===== src/rtl/mem_arb_pkg.sv =====
// Shared types for the fetch/data memory port arbiter: read-owner FSM states,
// arbitration winner encoding and the starvation counter width.
package mem_arb_pkg;

  localparam int STARVE_W = 4;

  typedef enum logic [1:0] {
    ARB_IDLE  = 2'd0,
    ARB_RD_IF = 2'd1,
    ARB_RD_DM = 2'd2
  } arb_state_e;

  typedef enum logic [1:0] {
    OWNER_NONE = 2'd0,
    OWNER_IF   = 2'd1,
    OWNER_DM   = 2'd2
  } owner_e;

endpackage


===== src/rtl/arb_starve_counter.sv =====
// Saturating count of consecutive fetch denials; sat tells the arbiter that
// fetch must win its next contested cycle.
module arb_starve_counter
  import mem_arb_pkg::*;
#(
  parameter int MAX = 4
) (
  input  logic clk,
  input  logic reset,
  input  logic inc,
  input  logic clr,
  output logic sat
);

  localparam logic [STARVE_W-1:0] MAX_CNT = STARVE_W'(MAX);

  logic [STARVE_W-1:0] cnt_reg;

  always_ff @(posedge clk) begin
    if (!reset) begin
      cnt_reg <= '0;
    end else if (clr) begin
      cnt_reg <= '0;
    end else if (inc && (cnt_reg != MAX_CNT)) begin
      cnt_reg <= cnt_reg + 1'b1;
    end
  end

  assign sat = (cnt_reg == MAX_CNT);

endmodule


===== src/rtl/mem_port_arbiter.sv =====
// Arbitrates one single-ported synchronous RAM between instruction fetch and the
// data stage; data wins unless fetch has been starved, read data returns one cycle later.
module mem_port_arbiter
  import mem_arb_pkg::*;
#(
  parameter int ADDR_W     = 32,
  parameter int DATA_W     = 32,
  parameter int STARVE_MAX = 4
) (
  input  logic                  clk,
  input  logic                  reset,
  input  logic                  if_req_i,
  input  logic [ADDR_W-1:0]     if_addr_i,
  output logic                  if_gnt_o,
  output logic                  if_rvalid_o,
  output logic [DATA_W-1:0]     if_rdata_o,
  input  logic                  dm_req_i,
  input  logic                  dm_we_i,
  input  logic [ADDR_W-1:0]     dm_addr_i,
  input  logic [DATA_W-1:0]     dm_wdata_i,
  input  logic [DATA_W/8-1:0]   dm_wstrb_i,
  output logic                  dm_gnt_o,
  output logic                  dm_rvalid_o,
  output logic [DATA_W-1:0]     dm_rdata_o,
  output logic                  ram_en_o,
  output logic                  ram_we_o,
  output logic [ADDR_W-3:0]     ram_addr_o,
  output logic [DATA_W-1:0]     ram_wdata_o,
  output logic [DATA_W/8-1:0]   ram_wstrb_o,
  input  logic [DATA_W-1:0]     ram_rdata_i,
  output logic                  stall_fetch_o,
  output logic                  stall_mem_o
);

  arb_state_e state_reg, state_next;
  owner_e     winner;
  logic       force_if;
  logic       starve_inc;
  logic       unused_addr_lsbs;

  // Byte offsets never reach the word-addressed RAM.
  assign unused_addr_lsbs = ^{if_addr_i[1:0], dm_addr_i[1:0]};

  arb_starve_counter #(
    .MAX (STARVE_MAX)
  ) u_starve (
    .clk   (clk),
    .reset (reset),
    .inc   (starve_inc),
    .clr   (~starve_inc),
    .sat   (force_if)
  );

  always_comb begin
    winner      = OWNER_NONE;
    if_gnt_o    = 1'b0;
    dm_gnt_o    = 1'b0;
    ram_en_o    = 1'b0;
    ram_we_o    = 1'b0;
    ram_addr_o  = '0;
    ram_wdata_o = '0;
    ram_wstrb_o = '0;
    if (reset) begin
      if (dm_req_i && !(force_if && if_req_i)) begin
        winner = OWNER_DM;
      end else if (if_req_i) begin
        winner = OWNER_IF;
      end
    end
    case (winner)
      OWNER_DM: begin
        dm_gnt_o   = 1'b1;
        ram_en_o   = 1'b1;
        ram_we_o   = dm_we_i;
        ram_addr_o = dm_addr_i[ADDR_W-1:2];
        // Loads present zero write data and strobes to the RAM.
        if (dm_we_i) begin
          ram_wdata_o = dm_wdata_i;
          ram_wstrb_o = dm_wstrb_i;
        end
      end
      OWNER_IF: begin
        if_gnt_o   = 1'b1;
        ram_en_o   = 1'b1;
        ram_addr_o = if_addr_i[ADDR_W-1:2];
      end
      default: ;
    endcase
  end

  assign starve_inc    = if_req_i & ~if_gnt_o;
  assign stall_fetch_o = reset & if_req_i & ~if_gnt_o;
  assign stall_mem_o   = reset & dm_req_i & ~dm_gnt_o;

  always_ff @(posedge clk) begin
    if (!reset) begin
      state_reg <= ARB_IDLE;
    end else begin
      state_reg <= state_next;
    end
  end

  always_comb begin
    state_next  = ARB_IDLE;
    if_rvalid_o = 1'b0;
    dm_rvalid_o = 1'b0;
    if_rdata_o  = '0;
    dm_rdata_o  = '0;
    if (if_gnt_o) begin
      state_next = ARB_RD_IF;
    end else if (dm_gnt_o && !dm_we_i) begin
      state_next = ARB_RD_DM;
    end
    // A read in flight when reset drops is discarded rather than delivered.
    if (reset) begin
      case (state_reg)
        ARB_RD_IF: begin
          if_rvalid_o = 1'b1;
          if_rdata_o  = ram_rdata_i;
        end
        ARB_RD_DM: begin
          dm_rvalid_o = 1'b1;
          dm_rdata_o  = ram_rdata_i;
        end
        default: ;
      endcase
    end
  end

endmodule


===== config.mk =====
export PLATFORM = sky130hd
export DESIGN_NAME = mem_port_arbiter
export DESIGN_NICKNAME = d
export VERILOG_FILES = /design/src/rtl/mem_arb_pkg.sv /design/src/rtl/arb_starve_counter.sv /design/src/rtl/mem_port_arbiter.sv
export SDC_FILE = /design/constraint.sdc
export NUM_CORES = 1
export LEC_CHECK = 0
export CORE_AREA = 5 5 104 106
export CTS_CLUSTER_SIZE = 8
export DETAILED_ROUTE_END_ITERATION = 10
export DIE_AREA = 0 0 109 111
export SETUP_SLACK_MARGIN = 0.2
export SYNTH_ARGS = -nofsm -noshare
export SYNTH_HDL_FRONTEND = slang
export SYNTH_SLANG_ARGS = --single-unit

===== constraint.sdc =====
create_clock -name clk -period 6.7 [get_ports clk]
set_clock_uncertainty 0.2 [all_clocks]
set_input_delay 1.34 -clock clk [delete_from_list [all_inputs] [get_ports clk]]
set_output_delay 1.34 -clock clk [all_outputs]
set_load 0.02 [all_outputs]

==> impl_summary.txt <==
----------------------------------------------------
[Timing]
  Highest clock frequency the design can meet ... 180.4 MHz
  Total count of max-transition violations in the final report ... 0
  Share of the clock period used by the worst path ... 82.72%
  Fin Setup TNS ... 0 ns
  Actual slew at the worst max-slew pin ... 0.9700 ns
  Worst-case headroom to the max-slew limit ... 35.13%
  Hold Fails Final Rpt ... 0
  Final Setup Violations ... 0
  RSZ-0062 raised after global routing ... no
  Final Critical Period ... 5.543 ns

[GRT]
  Global-route wire length before repair ... 13.44 mm
  Pin count of the biggest net entering global routing ... 54
  Total track usage ... 13.50%
  Number of global-route vias before repair ... 2662
  Global route overflow ... 0
  Antenna violations before repair ... 0

[Setup path]
  Critical Path AT ... 4.00 ns
  Flop2flop setup slack ... 4.52 ns
  Reg-to-Reg End ... u_starve.cnt_reg[2]
  Critical Path Sink Type ... primary output
  Worst setup path category ... in -> out
  Worst setup startpoint ... reset
  Endpoint required time on the critical path ... 5.16 ns
  Worst setup SP type ... primary input
  Crit-path max FO ... 53
  Worst reg2reg path depth ... 8
  CP endpoint ... ram_addr_o[25]
  Source of the worst register-to-register timing path ... u_starve.cnt_reg[0]

[Layout]
  Fillers ... 980
  Number of flip-flops under the largest register name ... 4
  Number of standard cells in the layout, taps in and fillers out ... 611
  Final design area excluding fillers ... 4270 um2
  Synthesis-to-layout area growth ... 189.0%
  Multi-input logic area ... 1199 um2
  Share of layout cells above drive strength 1 ... 2.929%
  Ant. Diodes ... 0
  Layout Nets ... 622
  Register Area ... 120.1 um2

[Floorplan]
  Die Span Y ... 111 um
  Die extent in x ... 109 um
  Row count ... 36
  Area of the die ... 12100 um2
  Total I/O pin count ... 275
  Initial Util ... 15.26%
  Placeable core region ... 9684 um2

[Placed design]
  Post-DP Area ... 4229 um2
  Count of input and output buffers ... 270
  DP Wirelength ... 7.482 mm
  Routability-driven placement congestion ratio ... 0.7726
  Cell total after placement ... 608

[Route]
  Violation count after the first detailed-routing iteration ... 132
  Post-route ant nets ... 0
  Via count normalized by instance count ... 4.177
  DRC errors left ... 0
  Detailed-route wire length per cell ... 14.66 um
  Total Routed Length ... 8.955 mm
  DR pass1 iterations ... 4
  Routed via count ... 2552

[Clocking]
  CTS sink count ... 6
  Num CTS Buffers ... 3
  Clock latency of the later-clocked register in the worst-skew pair ... 0.22 ns
  Clock tree from TritonCTS ... done
  Quantity of hold-fixing buffers added after cts ... 0
  Clock Path Buffers ... 2
  Root Buffer Master ... sky130_fd_sc_hd__clkbuf_8
  Count of buffers added by post-CTS timing repair for setup ... 0
  H-tree depth ... 1
  Resize count post-CTS ... 0
  Clock input transition at the sequential cells of the worst setup and hold paths ... 0.03 ns

[Hold path]
  Kind of path behind the tightest hold check ... reg -> reg
  Worst hold path stage count ... 2

[Synthesis]
  Netlist Area Pre-Place ... 1478 um2
  Share of the synthesized area in the top cell type ... 27.94%
  Flip-flop and latch count after synthesis ... 6
  Mapped Nets ... 367
  Warnings from Yosys ... 0
  Sequential cell area fraction in the yosys report ... 8.129%
  Synth Area per Inst ... 6.567 um2
  Number of library cell types mapped by synthesis ... 26
  Post-synth top area cell ... sky130_fd_sc_hd__and2_1
  Number of cells produced by synthesis ... 225
  Area contributors post-synth ... sky130_fd_sc_hd__and2_1 (28%), sky130_fd_sc_hd__a22oi_1 (15%), sky130_fd_sc_hd__and3_1 (14%)

[Power and ir drop]
  Peak ir drop on the vdd network ... 0.05302 mV
  Sequential Power Share ... 14.0%
  Leak pwr ... 1.708 nW
  Part of the total power dissipated in the clock network ... 20.5%
  Sw Ratio ... 31.22%
  Combinational share of power ... 65.5%
  Internal power ... 0.0001845 W
  Switching pwr ... 0.00008373 W
  Power per Cell Area ... 62.81 nW/um2

[Status]
  Status ... finished clean

[Run]
  Max-capacitance violation count ... 0

----------------------------------------------------
==> how the worst min path moves through the flow <==
stage / startpoint / end / slack (ns)
6_report: u_starve.cnt_reg[1] / u_starve.cnt_reg[1] / 0.30
3_3_place_gp: u_starve.cnt_reg[2] / u_starve.cnt_reg[2] / 0.28
4_1_cts: u_starve.cnt_reg[1] / u_starve.cnt_reg[1] / 0.30
5_1_grt: u_starve.cnt_reg[1] / u_starve.cnt_reg[1] / 0.34
2_1_floorplan: u_starve.cnt_reg[2] / u_starve.cnt_reg[2] / 0.26
3_5_place_dp: u_starve.cnt_reg[1] / u_starve.cnt_reg[1] / 0.29
==> worst max-delay path, stage by stage <==
cell and delay (ns):
sky130_fd_sc_hd__clkdlybuf4s50_1 0.61, sky130_fd_sc_hd__nand2_1 0.11, sky130_fd_sc_hd__a21o_1 0.19, sky130_fd_sc_hd__inv_1 0.06, sky130_fd_sc_hd__ha_2 0.33, sky130_fd_sc_hd__buf_4 0.45
sky130_fd_sc_hd__a22oi_1 0.13, sky130_fd_sc_hd__nor2_1 0.13, sky130_fd_sc_hd__clkdlybuf4s50_1 0.62
==> cell usage after synthesis <==
cell type / instances
sky130_fd_sc_hd__buf_4: 2
sky130_fd_sc_hd__buf_2: 3
sky130_fd_sc_hd__clkbuf_1: 10
sky130_fd_sc_hd__o21bai_1: 1
sky130_fd_sc_hd__xnor2_1: 1
sky130_fd_sc_hd__and3_2: 4
sky130_fd_sc_hd__nor2_1: 34
sky130_fd_sc_hd__nand3_1: 2
sky130_fd_sc_hd__a31oi_1: 1
sky130_fd_sc_hd__and3b_1: 1
sky130_fd_sc_hd__nand2_1: 5
sky130_fd_sc_hd__nand3b_1: 2
sky130_fd_sc_hd__a22oi_1: 30
sky130_fd_sc_hd__and3b_2: 1
sky130_fd_sc_hd__inv_1: 5
sky130_fd_sc_hd__and3_1: 33
sky130_fd_sc_hd__buf_1: 2
sky130_fd_sc_hd__and4bb_2: 1
sky130_fd_sc_hd__nor2_4: 1
sky130_fd_sc_hd__ha_1: 5
sky130_fd_sc_hd__dfxtp_1: 6
sky130_fd_sc_hd__buf_6: 6
sky130_fd_sc_hd__a21o_1: 1
sky130_fd_sc_hd__mux2i_1: 1
sky130_fd_sc_hd__and2_1: 66
sky130_fd_sc_hd__a21oi_1: 1
==> cell type report <==
cell class	instances	share of cell area, %
repair buffers	273	63.81
multi-input cells	191	28.07
inverters	5	0.4395
well taps	133	3.897
clock buffers	3	0.9669
flip-flops and latches	6	2.813
==> cells by family (layout without fill, tap and decap cells) <==
logic type               count (synthesis)  after routing  share of synthesized area, %
AO/OA/AOI/OAI                           34             34                         17.02
buffers and inverters                   28            281                         10.92
multiplexers                             1              1                        0.6774
adder cells (fa/ha/maj)                  5              5                         4.234
AND/OR/NAND/NOR                        150            150                         58.43
flip-flops                               6              6                         8.129
XOR/XNOR                                 1              1                        0.5928
==> power groups by stage <==
stage / Sequential [W] / Clock (W) / Combinational [W]
finish: 0.0000376 / 0.0000551 / 0.000176
global route: 0.0000377 / 0.0000592 / 0.000188
CTS: 0.0000375 / 0.0000561 / 0.000178
detailed placement: 0.0000381 / 0 / 0.000177
global placement: 0.0000381 / 0 / 0.000175
floorplan: 0.0000379 / 0 / 0.0000596
==> placed cells by master (no fill, tap or decap), types with 2 or more instances in the layout <==
master	count
sky130_fd_sc_hd__a22oi_1	30
sky130_fd_sc_hd__and2_1	66
sky130_fd_sc_hd__and3_1	33
sky130_fd_sc_hd__and3_2	4
sky130_fd_sc_hd__buf_4	3
sky130_fd_sc_hd__clkbuf_8	3
sky130_fd_sc_hd__clkdlybuf4s50_1	270
sky130_fd_sc_hd__dfxtp_1	6
sky130_fd_sc_hd__ha_1	4
sky130_fd_sc_hd__inv_1	5
sky130_fd_sc_hd__nand2_1	5
sky130_fd_sc_hd__nand3_1	2
sky130_fd_sc_hd__nand3b_1	2
sky130_fd_sc_hd__nor2_1	34
==> per-stage QoR <==
stage | hold slack, ns | utilization, % | setup slack, ns | power (W)
CTS | 0.2996 | 44.10 | 1.120 | 0.0002717
detailed placement | 0.2934 | 43.67 | 1.111 | 0.0002152
global placement | 0.2819 | 43.67 | 1.174 | 0.0002134
global route | 0.3370 | 44.10 | 0.9241 | 0.0002852
floorplan | 0.2604 | - | 2.470 | 0.00009752
finish | 0.3036 | 44.10 | 1.158 | 0.0002682
==> per-layer routing <==
metal / vias to the layer above / wire length [um] / global-route usage (%)
met4: 0 / 68 / 1.178
li1: 1276 / - / -
met5: - / 0 / 0
met3: 6 / 1196 / 5.824
met1: 1107 / 3259 / 13.26
met2: 163 / 4431 / 26.41
No activity file was read; power rests on OpenSTA's default activity.
